### config.mk
export PLATFORM = sky130hd
export DESIGN_NAME = high_priority_scan_encoder
export DESIGN_NICKNAME = d
export VERILOG_FILES = /design/src/rtl/high_priority_scan_pkg.sv /design/src/rtl/priority_index_encoder.sv /design/src/rtl/high_priority_scan_encoder.sv
export SDC_FILE = /design/constraint.sdc
export NUM_CORES = 1
export LEC_CHECK = 0
export ABC_AREA = 1
export BUFFER_PORTS_ARGS = -buffer_cell sky130_fd_sc_hd__buf_2
export CAP_MARGIN = 5
export CORE_AREA = 2 2 57 59
export DETAILED_ROUTE_END_ITERATION = 10
export DIE_AREA = 0 0 59 61
export HOLD_SLACK_MARGIN = 0.1
export SYNTH_ARGS = -nofsm -noshare
export SYNTH_HDL_FRONTEND = slang
export SYNTH_SLANG_ARGS = --single-unit
### constraint.sdc
create_clock -name Clock_In -period 1.3 [get_ports Clock_In]
set_input_delay 0.065 -clock Clock_In [delete_from_list [all_inputs] [get_ports Clock_In]]
set_output_delay 0.065 -clock Clock_In [all_outputs]
set_load 0.02 [all_outputs]
### src/rtl/high_priority_scan_pkg.sv
// Shared types and constants for the sequential priority scan encoder.
package high_priority_scan_pkg;

    typedef enum logic [0:0] {
        IDLE = 1'b0,
        SCAN = 1'b1
    } scan_state_t;

    localparam int unsigned PRIO_LSB_FIRST = 0;
    localparam int unsigned PRIO_MSB_FIRST = 1;

endpackage

### src/rtl/priority_index_encoder.sv
// Combinational priority encoder: index of the highest-priority set bit of a vector.
module priority_index_encoder
    import high_priority_scan_pkg::*;
#(
    parameter int unsigned DATA_WIDTH    = 8,
    parameter int unsigned PRIORITY_MODE = PRIO_MSB_FIRST,
    localparam int unsigned INDEX_WIDTH  = $clog2(DATA_WIDTH)
) (
    input  logic [DATA_WIDTH-1:0]  vector,
    output logic [INDEX_WIDTH-1:0] index,
    output logic                   any_set
);

    // Later matches overwrite earlier ones, so the scan direction sets the winner.
    always_comb begin
        index = '0;
        for (int unsigned i = 0; i < DATA_WIDTH; i++) begin
            if (PRIORITY_MODE == PRIO_MSB_FIRST) begin
                if (vector[INDEX_WIDTH'(i)]) begin
                    index = INDEX_WIDTH'(i);
                end
            end else begin
                if (vector[INDEX_WIDTH'(DATA_WIDTH - 1 - i)]) begin
                    index = INDEX_WIDTH'(DATA_WIDTH - 1 - i);
                end
            end
        end
    end

    assign any_set = |vector;

endmodule

### src/rtl/high_priority_scan_encoder.sv
// Sequential priority encoder: accepts a request vector, then emits each set bit's
// index in priority order over a valid/ready output handshake.
module high_priority_scan_encoder
    import high_priority_scan_pkg::*;
#(
    parameter int unsigned DATA_WIDTH    = 8,
    parameter int unsigned PRIORITY_MODE = PRIO_MSB_FIRST,
    localparam int unsigned INDEX_WIDTH  = $clog2(DATA_WIDTH)
) (
    input  logic                   Clock_In,
    input  logic                   Reset_In,
    input  logic                   Enable_In,
    input  logic [DATA_WIDTH-1:0]  Data_In,
    input  logic                   Data_Valid_In,
    output logic                   Data_Ready_Out,
    output logic [INDEX_WIDTH-1:0] Encoded_Value_Out,
    output logic                   Encoded_Valid_Out,
    input  logic                   Encoded_Ready_In,
    output logic                   Encoded_Last_Out,
    output logic [INDEX_WIDTH:0]   Remaining_Count_Out,
    output logic                   Zero_Flag_Out
);

    scan_state_t             state_q;
    logic [DATA_WIDTH-1:0]   pending_q;
    logic [INDEX_WIDTH:0]    count_q;
    logic                    zero_q;
    logic [INDEX_WIDTH-1:0]  top_index;
    logic                    any_set;
    logic                    accept;
    logic                    scan_valid;
    logic                    pop;
    logic                    count_is_one;

    priority_index_encoder #(
        .DATA_WIDTH    (DATA_WIDTH),
        .PRIORITY_MODE (PRIORITY_MODE)
    ) u_index (
        .vector  (pending_q),
        .index   (top_index),
        .any_set (any_set)
    );

    assign Data_Ready_Out = (state_q == IDLE) & Enable_In & ~Reset_In;
    assign accept         = Data_Valid_In & Data_Ready_Out;
    assign count_is_one   = (count_q == (INDEX_WIDTH+1)'(1));

    // Outputs derive from registered state only, so they hold steady under backpressure.
    assign scan_valid          = (state_q == SCAN) & Enable_In & any_set;
    assign pop                 = scan_valid & Encoded_Ready_In;
    assign Encoded_Valid_Out   = scan_valid;
    assign Encoded_Value_Out   = scan_valid ? top_index : '0;
    assign Encoded_Last_Out    = scan_valid & count_is_one;
    assign Remaining_Count_Out = scan_valid ? count_q : '0;
    assign Zero_Flag_Out       = zero_q & Enable_In;

    always_ff @(posedge Clock_In or posedge Reset_In) begin
        if (Reset_In) begin
            state_q   <= IDLE;
            pending_q <= '0;
            count_q   <= '0;
            zero_q    <= 1'b0;
        end else begin
            zero_q <= accept & ~(|Data_In);
            if (accept && (|Data_In)) begin
                state_q   <= SCAN;
                pending_q <= Data_In;
                count_q   <= (INDEX_WIDTH+1)'($countones(Data_In));
            end else if (pop) begin
                pending_q <= pending_q & ~(DATA_WIDTH'(1) << top_index);
                count_q   <= count_q - (INDEX_WIDTH+1)'(1);
                if (count_is_one) begin
                    state_q <= IDLE;
                end
            end
        end
    end

endmodule

Word-level counts from Yosys, hierarchy flattened
Index checks and enable logic that the tools add are counted.
W data, S select, Z words.
{ "classes": {"bitwise": 14, "n_reduce_logical": 6, "shifts": 1, "add_sub_neg": 8, "muxes": 16, "eq_ne": 1} }
{ "ops": {"columns": ["op", "count"], "rows": [
  ["$mux W8", 2],
  ["$reduce_or A8 Y1", 2],
  ["$mux W3", 5],
  ["$mux W4", 3],
  ["$and A1 B1 Y1", 9],
  ["$add A1 B1 Y2", 4],
  ["$and A8 B8 Y8", 1],
  ["$not A8 Y8", 1],
  ["$shl A1 B3 Y8 const A", 1],
  ["$add A2 B2 Y3", 2],
  ["$add A3 B3 Y4", 1],
  ["$eq A4 B1 Y1 const B", 1],
  ["$mux W1", 4],
  ["$mux W2", 2],
  ["$reduce_bool A2 Y1", 2],
  ["$sub A4 B1 Y4 const B", 1],
  ["$not A1 Y1", 3],
  ["$reduce_and A2 Y1", 1],
  ["$logic_and A1 B1 Y1", 1]
]} }
{ "word_totals": {"inputBits": 13, "word_cells": 50, "out_inout_bits": 11, "regBits": 14} }

Longest topological paths before layout
Gate-level depths: netlist (run 1).
{ "logic_depth": {"depth_word": 12, "depth_mapped": 13, "mapped_depth_nobuf": 13} }

Cells and area by module
From an unflattened synthesis (run 1), not the netlist that was laid out.
{ "hier_totals": {"cells_unflattened": 154, "area_unflattened_um2": 1238.7} }
{ "by_module_without_submodules": {"columns": ["module", "seq_area_each_um2", "instances", "cells_each", "area_each_um2"], "rows": [
  ["high_priority_scan_encoder", 350.3, 1, 134, 1161.1],
  ["priority_index_encoder", 0.0, 1, 20, 77.6]
]} }

Least setup slack after synthesis (run 1)
OpenSTA, ideal clock, no wires.
{ "synth_timing": {"path_kind": "input port to flip-flop", "start": "in Data_In[0]", "end": "reg count_q[2]", "path_buffers": 0, "arrival_ns": 2.436, "path_slack_ns": -1.253, "required_ns": 1.183, "setup_time_ns": 0.117, "cell_stages": 13, "cell_sequence": "fa_1 > inv_1 > fa_1 > fa_1 > inv_1 > ha_1 > inv_1 > fa_1 > xnor2_1 > nand2_1 > nand2_1 > nand2_1 > nand2_1"} }
{ "synth_via": {"elab_chain_cells": 4, "elab_cells_between_ends": 7, "classes_between": "3 x add/sub; 1 x mux; 3 x reduce/logical"} }
{ "synth_lines": {"columns": ["item", "line", "text"], "rows": [
  ["start: declaration", "high_priority_scan_encoder.sv:13", "input logic [DATA_WIDTH-1:0] Data_In,"],
  ["$add A1 B1 Y2 (implied by the code)", "high_priority_scan_encoder.sv:68", "count_q <= (INDEX_WIDTH+1)'($countones(Data_In));"],
  ["$add A2 B2 Y3 (implied by the code)", "high_priority_scan_encoder.sv:68", null],
  ["$add A3 B3 Y4 (implied by the code)", "high_priority_scan_encoder.sv:68", null],
  ["$mux W4", "high_priority_scan_encoder.sv:65", "if (accept && (|Data_In)) begin"],
  ["end signal: assignment", "high_priority_scan_encoder.sv:68", null],
  ["end signal: assignment", "high_priority_scan_encoder.sv:71", "count_q <= count_q - (INDEX_WIDTH+1)'(1);"],
  ["end: declaration", "high_priority_scan_encoder.sv:26", "logic [INDEX_WIDTH:0] count_q;"]
]} }
Parallel ways exist; a longest one is shown, timed or not.
A chain may end at the register's enable or synchronous reset.

Worst setup path after layout (run 1)
{ "layout_timing": {"start": "in Data_In[0]", "end": "reg count_q[1]"} }
Same word-level chain as after synthesis.

==> results of run 1 <==
[layout make-up]
| type | count | area (um^2) | area share [%] |
|---|---|---|---|
| Clock buffer | 3 | 22.5 | 1.27 |
| Inverter | 40 | 150 | 8.47 |
| Multi-Input combinational cell | 109 | 779 | 44.0 |
| Sequential cell | 14 | 350 | 19.8 |
| Tap cell | 33 | 41.3 | 2.33 |
| Timing Repair Buffer | 51 | 428 | 24.2 |
[placed cells by master, fill, tap and decap left out, types with 2 or more instances in the layout]
cell           count
buf_2             12
buf_4             20
buf_6             14
clkbuf_4           3
dfrtp_1           14
dlygate4sd3_1      4
fa_1               3
ha_1               5
inv_1             31
inv_2              9
nand2_1           41
nand2_2            4
nand2_4            6
nand3_1            7
nand3_2            2
nor2_1             7
nor2_2             4
nor2_4             7
o21ai_1            3
o21ai_2            7
o22ai_1            2
[kinds of logic (layout without fill, tap and decap cells)]
group | count (synthesis) | count (layout) | share of synthesized area (%)
adder cells (fa/ha/maj) | 10 | 10 | 13.3
XOR/XNOR | 2 | 2 | 1.51
flip-flops | 14 | 14 | 30.1
AND/OR/NAND/NOR | 81 | 81 | 33.0
AO/OA/AOI/OAI | 16 | 16 | 8.17
buffers and inverters | 41 | 94 | 13.9
[repair_timing]
action / CTS / global route
gates resized for setup: 32 / 32
setup buffers: 7 / 3
hold buffers: 4 / 0
endpoints found under the setup margin: 13 / 22
endpoints found under the hold margin: 17 / 0
gates cloned: 0 / 0
pin swaps: 9 / 9
[critical path, delay by kind of cell]
kind	cells	cell delay, ns
buf+inv	4	0.25
compound gates	1	0.14
simple gates	2	0.10
fa+ha+maj	5	2.10
[power by group through the flow]
stage / Sequential [mW] / Clock [mW] / Combinational [mW]
6_report: 0.725 / 0.242 / 2.56
5_1_grt: 0.747 / 0.268 / 2.82
4_1_cts: 0.718 / 0.249 / 2.19
3_5_place_dp: 0.723 / 0 / 1.67
3_3_place_gp: 0.725 / 0 / 1.63
2_1_floorplan: 0.707 / 0 / 1.24
[state kept, by name (all words and copies together) (netlist names)]
register	count
pending_q	8
count_q	4
state_q	1
zero_q	1
[stage by stage]
stage	setup slack (ns)	power [mW]	setup TNS [ns]	hold slack (ns)	area [um^2]
floorplan	-1.24	1.94	-4.10	-0.115	1170
global placement	-1.40	2.35	-4.87	0.0985	1440
detailed placement	-1.47	2.39	-5.11	0.0989	1440
CTS	-1.12	3.16	-4.96	0.136	1650
global route	-1.17	3.84	-7.94	0.149	1770
finish	-1.11	3.53	-6.11	0.135	1770
[worst paths after layout]
path / startpoint / end / slack (ns)
worst max-delay path: Data_In[0] / count_q[1] / -1.11
max in group asynchronous: Reset_In / pending_q[1] / 0.79
worst min register to register: count_q[3] / count_q[3] / 0.49
worst max register to register: pending_q[4] / pending_q[2] / -0.13
worst min-delay path: Data_In[1] / pending_q[1] / 0.13
min in group asynchronous: Reset_In / zero_q / 0.34
[layer usage]
layer  wire length (um)  share of wire (%)  vias up  global-route usage (%)
met4                 38                1.4        0                    5.84
met1               1250                 45      509                    20.4
met3                 98                3.6        4                    2.13
met2               1360                 50       29                    29.8
li1                   -                  -      597                       -
met5                  0                  0        -                       0
==> results.yml, run 1 <==
global_routing:
  antenna_found_initial: 0
  grt_pass1_wl_mm: 4.49
  grt_pass1_vias: 1066
  gr-total-overflow: 0
  grt_max_degree: 15
  grt_usage_pct: 16.6
logic_synthesis:
  synthCells: 164
  netlist.area_leader.share_pct: 30.1
  synth_nets: 187
  ys_ff_latch: 14
  synthDistinctLibCells: 24
  synth_seq_area_share_pct: 30.1
  ys_async_sr_fraction_pct: 100
  yosys-top-cells-area: "dfrtp_1 30%, nand2_1 15%, inv_1 12%, fa_1 6.9%, ha_1 6.5%"
  avgSynthCellArea_um2: 7.10
  synth_ff_type: "dfrtp_1"
  synth.most_common_cell: "nand2_1"
  synth_edf_count: 0
  synthTopCellsByCount: "45 x nand2_1, 36 x inv_1, 17 x nor2_1, 14 x dfrtp_1, 8 x nand3_1"
  synth_area_mm2: 0.00116
  ys_warn_count: 0
  synth_area_leader_cell: "dfrtp_1"
clock_network:
  cts.clk_slew.worst_paths_ns: 0.08
  htreeDepth: 1
  cts-root-buf: "clkbuf_4"
  cts_made_buffers: 3
  cts_tree: "yes"
  ctsLongestPathBuffers: 2
  clock_latency_ns: 0.28
  cts.sinks: 14
floorplan:
  core-area_mm2: 0.00295
  die_area_mm2: 0.00360
  die_w_um: 59
  rows: 20
  io_pins: 24
  fp.dieH_um: 61
  start_util_pct: 39.4
place:
  dp.cells: 234
  hpwl_mm: 2.12
  port_buffers: 23
  place_congestion: 0.880
sta:
  timing.final.crit_share_pct: 185
  setup_violations: 22
  slew_headroom_pct: 87.9
  max_freq_ghz: 0.415
  period_needed_ns: 2.41
  grt_setup_unrepaired: "true"
  clock_skew_ns: 0.00479
  hold_violations: 0
  slew_violations: 0
  fin_ws_ns: -1.11
  tightest_slew_ns: 0.181
power:
  seqPwrFrac_pct: 20.5
  p_leak_nw: 0.978
  p_switching_mw: 1.67
  p_sw_share_pct: 47.3
  comb_power_share_pct: 72.6
  ir_worst_vdd_uv: 636
  p_per_area_mw_per_mm2: 1990
  p_int_mw: 1.86
  clockPowerShare_pct: 6.9
worst_hold_path:
  hold_class: "input pin to register"
  min_path_cells: 4
worst_setup_path:
  cpMaxStageDelayCell: "fa_1"
  cp.required_ns: 1.52
  crit_path_end_kind: "register"
  crit_type: "input pin to register"
  slowest_delay_ns: 0.55
  startpoint_type: "input pin"
  ff2ff_path_depth: 8
  crit_chain: "buf_6, fa_1, inv_2, fa_1, fa_1, inv_2, ha_4, inv_2, fa_2, o21ai_2, nand2_1, nand2_1"
  cp_max_fo: 2
  cp.arrival_ns: 2.63
final_layout:
  final_core_util_pct: 60.0
  fillCellCount: 278
  final_nets: 242
  fin_cells: 250
  final_layout_size_suffix_gt1_share_pct: 43.3
  syn2layout_area_growth_pct: 52.3
  num_antenna_cells: 0
detailed_routing:
  drt_pass1_iterations: 4
  drt_iter0_markers: 28
  drc: 0
  vias_per_cell: 4.56
  vias: 1139
  drt.antenna.violating_nets: 0
  routed_wl_mm: 2.75
  wl_per_cell_um: 11.0
job:
  drv_cap: 0
outcome:
  violations: "negative setup slack"
  outcome: "finished, violations left"
Power figures use the tool's default switching activity.
==> inputs of run 2 (changes only) <==
--- a/config.mk
+++ b/config.mk
@@ -12,6 +12,7 @@
 export DETAILED_ROUTE_END_ITERATION = 10
 export DIE_AREA = 0 0 59 61
 export HOLD_SLACK_MARGIN = 0.1
+export SKIP_LAST_GASP = 1
 export SYNTH_ARGS = -nofsm -noshare
 export SYNTH_HDL_FRONTEND = slang
 export SYNTH_SLANG_ARGS = --single-unit
==> results.yml, run 2 (synthesized netlist as in run 1, its figures left out) <==
detailed_routing:
  wl_per_cell_um: 10.9
  vias_per_cell: 4.56
  vias: 1136
  drt_iter0_markers: 38
  drt.antenna.violating_nets: 0
  drc: 0
  routed_wl_mm: 2.71
  drt_pass1_iterations: 4
clock_network:
  htreeDepth: 1
  clock_latency_ns: 0.28
  ctsLongestPathBuffers: 2
  cts.clk_slew.worst_paths_ns: 0.08
  cts.sinks: 14
  cts-root-buf: "clkbuf_4"
  cts_made_buffers: 3
  cts_tree: "yes"
worst_setup_path:
  regToRegSetupSlack_ns: -0.17
  startpoint_type: "input pin"
  cp.required_ns: 1.52
  worst_r2r_endpoint: "pending_q[2]"
  slowest_delay_ns: 0.55
  cp_top_family: "adder cells"
  crit_chain: "buf_6, fa_1, inv_2, fa_1, fa_1, inv_2, ha_4, inv_2, fa_2, o21ai_2, nand2_1, nand2_1"
  cpMaxStageDelayCell: "fa_1"
  crit_type: "input pin to register"
  ff2ff_path_depth: 10
  cp_max_fo: 2
  cp.arrival_ns: 2.63
  crit_path_end_kind: "register"
  r2r-start: "pending_q[4]"
  crit_buf_inv: 4
floorplan:
  start_util_pct: 39.4
  fp.dieH_um: 61
  io_pins: 24
  core-area_mm2: 0.00295
  die_w_um: 59
  rows: 20
  die_area_mm2: 0.00360
sta:
  slew_headroom_pct: 87.7
  slew_violations: 0
  timing.final.crit_share_pct: 185
  clock_skew_ns: 0.00333
  fin_ws_ns: -1.11
  period_needed_ns: 2.41
  max_freq_ghz: 0.416
  setup_violations: 20
  grt_setup_unrepaired: "true"
  tightest_slew_ns: 0.183
  hold_violations: 0
final_layout:
  reg_top3: "pending_q x8, count_q x4"
  syn2layout_area_growth_pct: 49.2
  fillCellCount: 280
  largest_register_ffs: 8
  final_core_util_pct: 58.8
  final_cell_mix: "41 x nand2_1, 32 x inv_1, 22 x buf_4, 14 x dfrtp_1, 12 x buf_2"
  final_layout_size_suffix_gt1_share_pct: 41.7
  final_nets: 241
  mostFrequentLayoutCell: "nand2_1"
  top_register: "pending_q"
  num_antenna_cells: 0
worst_hold_path:
  min_path_cells: 4
  worstHoldStart: "Data_In[1]"
  hold_end: "pending_q[1]"
  hold_class: "input pin to register"
power:
  p_int_mw: 1.79
  p_per_area_mw_per_mm2: 1960
  p_switching_mw: 1.61
  p_leak_nw: 0.970
  p_sw_share_pct: 47.5
  ir_worst_vdd_uv: 607
  seqPwrFrac_pct: 21.3
  comb_power_share_pct: 71.5
  clockPowerShare_pct: 7.2
global_routing:
  grt_usage_pct: 16.6
  gr-total-overflow: 0
  grt_pass1_vias: 1065
  grt_pass1_wl_mm: 4.49
  grt_max_degree: 15
  antenna_found_initial: 0
job:
  drv_cap: 0
place:
  hpwl_mm: 2.12
  place_congestion: 0.880
  dpl_worst_slack_ns: -1.47
  port_buffers: 23
outcome:
  violations: "negative setup slack"
  outcome: "finished, violations left"
[run 2: cell count changes in the layout (fill, tap and decap cells not counted), sizes merged]
cell,change
buf,-1
[run 2: area by class of cell]
| type | instances | area (um^2) | area share [%] |
|---|---|---|---|
| multi-input cells | 109 | 763 | 43.9 |
| flip-flops and latches | 14 | 350 | 20.2 |
| inverters | 40 | 150 | 8.65 |
| well taps | 33 | 41.3 | 2.38 |
| clock buffers | 3 | 22.5 | 1.30 |
| repair buffers | 50 | 409 | 23.6 |
[run 2: what timing repair did]
action	4_1_cts	5_1_grt
hold endpoints to repair	17	0
pin swaps	8	10
hold buffers	4	0
resized for setup	30	27
buffers inserted	7	2
endpoints found under the setup margin	13	22
[run 2: per-stage QoR]
step	TNS, ns	hold WS, ns	power [mW]	std cells	instance area [um^2]
detailed placement	-5.11	0.0989	2.39	234	1440
CTS	-4.99	0.136	3.15	248	1650
global route	-7.85	0.149	3.71	249	1740
floorplan	-4.10	-0.115	1.94	164	1170
global placement	-4.87	0.0985	2.35	234	1440
finish	-6.17	0.133	3.40	249	1740
[run 2: tightest hold or removal path, stage by stage]
cell,delay [ns]
buf_2,0.10
buf_4,0.11
nand2_1,0.05
nand2_1,0.06
[run 2: per-layer routing]
layer	track usage, %	share of wire [%]	wire length, um	up-vias
met5	0	0	0	-
met4	5.84	1.4	38	0
met2	29.8	49	1320	29
met1	20.4	46	1250	508
met3	2.13	3.8	102	4
li1	-	-	-	595
[run 2: worst max path at each step]
stage / from / to / slack [ns] / cells after the start
floorplan: Data_In[0] / count_q[1] / -1.24 / 11
CTS: Data_In[0] / count_q[1] / -1.12 / 12
finish: Data_In[0] / count_q[1] / -1.11 / 12
global route: Data_In[0] / count_q[2] / -1.17 / 14
global placement: Data_In[0] / count_q[1] / -1.40 / 12
detailed placement: Data_In[0] / count_q[1] / -1.47 / 12
[run 2: power groups by stage]
stage          sequential [mW]  clock (mW)  combinational [mW]
2_1_floorplan            0.707           0                1.24
3_3_place_gp             0.725           0                1.63
3_5_place_dp             0.723           0                1.67
4_1_cts                  0.718       0.249                2.18
5_1_grt                  0.747       0.268                2.69
6_report                 0.725       0.244                2.43
==> inputs of run 3 (changes only) <==
--- a/config.mk
+++ b/config.mk
@@ -8,9 +8,10 @@
 export ABC_AREA = 1
 export BUFFER_PORTS_ARGS = -buffer_cell sky130_fd_sc_hd__buf_2
 export CAP_MARGIN = 5
-export CORE_AREA = 2 2 57 59
+export CORE_AREA = 4 4 59 61
+export CTS_CLUSTER_SIZE = 40
 export DETAILED_ROUTE_END_ITERATION = 10
-export DIE_AREA = 0 0 59 61
+export DIE_AREA = 0 0 63 65
 export HOLD_SLACK_MARGIN = 0.1
 export SKIP_LAST_GASP = 1
 export SYNTH_ARGS = -nofsm -noshare
==> results.yml, run 3 (synthesized netlist as in run 1, its figures left out) <==
outcome:
  outcome: "finished, violations left"
  violations: "negative setup slack"
global_routing:
  grtUsageMet3_pct: 1.21
  met2_usage_pct: 28.6
  gr-total-overflow: 0
  antenna_found_initial: 0
  grt_max_degree: 15
  grt_pass1_vias: 1207
  grt_usage_pct: 15.2
  grtUsageMet1_pct: 17.8
  grt-busiest-layer: "met2"
  grt_pass1_wl_mm: 4.99
sta:
  clock_skew_ns: 0.0105
  max_freq_ghz: 0.414
  hold_slack_ns: 0.120
  timing.final.crit_share_pct: 186
  setup_violations: 18
  grt_setup_unrepaired: "true"
  hold_violations: 0
  fin_ws_ns: -1.11
  tightest_slew_ns: 0.185
  slew_violations: 0
  slew_headroom_pct: 87.7
  period_needed_ns: 2.41
  setup-tns-final_ns: -5.46
detailed_routing:
  vias_per_cell: 4.65
  drt_iter0_markers: 33
  drt_pass1_iterations: 4
  drt.antenna.violating_nets: 0
  routed_wl_mm: 2.88
  drc: 0
  wl_per_cell_um: 11.5
  vias: 1163
final_layout:
  top_register: "pending_q"
  largest_register_ffs: 8
  mostFrequentLayoutCell: "nand2_1"
  final_layout_size_suffix_gt1_share_pct: 41.9
  num_antenna_cells: 0
  reg_top3: "pending_q x8, count_q x4"
  syn2layout_area_growth_pct: 51.6
  fin_area_mm2: 0.00176
  final_nets: 241
  final_cell_mix: "43 x nand2_1, 30 x inv_1, 19 x buf_4, 14 x dfrtp_1, 13 x buf_6"
place:
  port_buffers: 23
  hpwl_mm: 2.25
  placed_area_mm2: 0.00144
  place_congestion: 0.798
floorplan:
  io_pins: 24
  core-area_mm2: 0.00298
  fp.dieH_um: 65
  die_area_mm2: 0.00410
  start_util_pct: 39.1
  rows: 20
  die_w_um: 63
worst_setup_path:
  cp.arrival_ns: 2.60
  cp.required_ns: 1.49
  crit_buf_inv: 4
  slowest_delay_ns: 0.54
  regToRegSetupSlack_ns: -0.05
  startpoint_type: "input pin"
  cp_top_family: "adder cells"
  ff2ff_path_depth: 9
  cp_num_cells: 14
  cpMostUsedCell: "nand2_1"
  cpMaxStageDelayCell: "fa_1"
  r2r-start: "pending_q[5]"
  worst_r2r_endpoint: "pending_q[2]"
  cp_max_fo: 2
  crit_chain: "buf_6, fa_1, inv_2, fa_1, fa_1, inv_2, ha_4, inv_2, fa_2, xnor2_2, nand2_1, nand2_1, nand2_1, nand2_1"
  crit_type: "input pin to register"
  crit_path_end_kind: "register"
clock_network:
  clock_latency_ns: 0.29
  cts.clk_slew.worst_paths_ns: 0.10
  cts.sinks: 14
  ctsLongestPathBuffers: 2
  cts_made_buffers: 3
  cts_tree: "yes"
  htreeDepth: 1
  cts-root-buf: "clkbuf_4"
power:
  ir_worst_vdd_uv: 567
  clockPowerShare_pct: 9.5
  p_switching_mw: 1.61
  p_sw_share_pct: 46.9
  comb_power_share_pct: 69.1
  seqPwrFrac_pct: 21.5
  p_per_area_mw_per_mm2: 1940
  p_int_mw: 1.82
  p_leak_nw: 0.986
worst_hold_path:
  min_path_cells: 4
  hold_class: "input pin to register"
  hold_end: "zero_q"
  worstHoldStart: "Data_In[6]"
job:
  drv_cap: 0
-- run 3: cell count changes in the layout (fill, tap and decap cells not counted), sizes merged --
cell,change
clkbuf,+1
-- run 3: worst max path at each step --
stage	startpoint	endpoint	slack, ns
after global routing	Data_In[0]	count_q[2]	-1.19
after global placement	Data_In[0]	count_q[1]	-1.39
after floorplan	Data_In[0]	count_q[1]	-1.24
after detailed placement	Data_In[0]	count_q[1]	-1.44
final	Data_In[0]	count_q[2]	-1.11
after CTS	Data_In[0]	count_q[2]	-1.07
-- run 3: through the flow --
| stage | util [%] | total power [mW] | cells | setup slack, ns |
|---|---|---|---|---|
| after floorplan | - | 1.94 | 164 | -1.24 |
| after global placement | 48.4 | 2.34 | 233 | -1.39 |
| after detailed placement | 48.4 | 2.41 | 233 | -1.44 |
| after CTS | 55.8 | 3.19 | 249 | -1.07 |
| after global routing | 59.2 | 3.74 | 250 | -1.19 |
| final | 59.2 | 3.43 | 250 | -1.11 |
-- run 3: power groups by stage --
| stage | clock network, mW | logic, mW | registers [mW] |
|---|---|---|---|
| after global placement | 0 | 1.61 | 0.730 |
| after detailed placement | 0 | 1.67 | 0.738 |
| after global routing | 0.360 | 2.63 | 0.751 |
| after floorplan | 0 | 1.24 | 0.707 |
| after CTS | 0.339 | 2.13 | 0.728 |
| final | 0.324 | 2.37 | 0.735 |
-- run 3: final cells by class --
class,instances,area (um^2)
fillers,261,1210
multi-input cells,109,757
repair buffers,50,429
flip-flops and latches,14,350
inverters,40,150
well taps,33,41.3
clock buffers,4,36.3
-- run 3: per-layer routing --
layer | share of wire, % | up-vias
met2 | 50 | 27
met1 | 45 | 535
met4 | 1.2 | 0
met3 | 3.9 | 4
met5 | 0 | -
li1 | - | 597
-- run 3: worst reg2reg max path: stages, from the launching register on --
cell	delay (ns)
dfrtp_1	0.42
nor2_2	0.06
nand2_2	0.08
buf_6	0.11
nand2_4	0.05
nand2_4	0.09
buf_4	0.11
nand3_2	0.10
o21bai_1	0.15
nand2_1	0.06
-- run 3: what timing repair did --
| action | in CTS | in global routing |
|---|---|---|
| setup buffers | 8 | 2 |
| pin swaps | 7 | 8 |
| setup endpoints to repair | 13 | 22 |
| endpoints found under the hold margin | 17 | 0 |
| gates resized for setup | 27 | 31 |
| hold buffers | 4 | 0 |
| gates cloned | 0 | 0 |
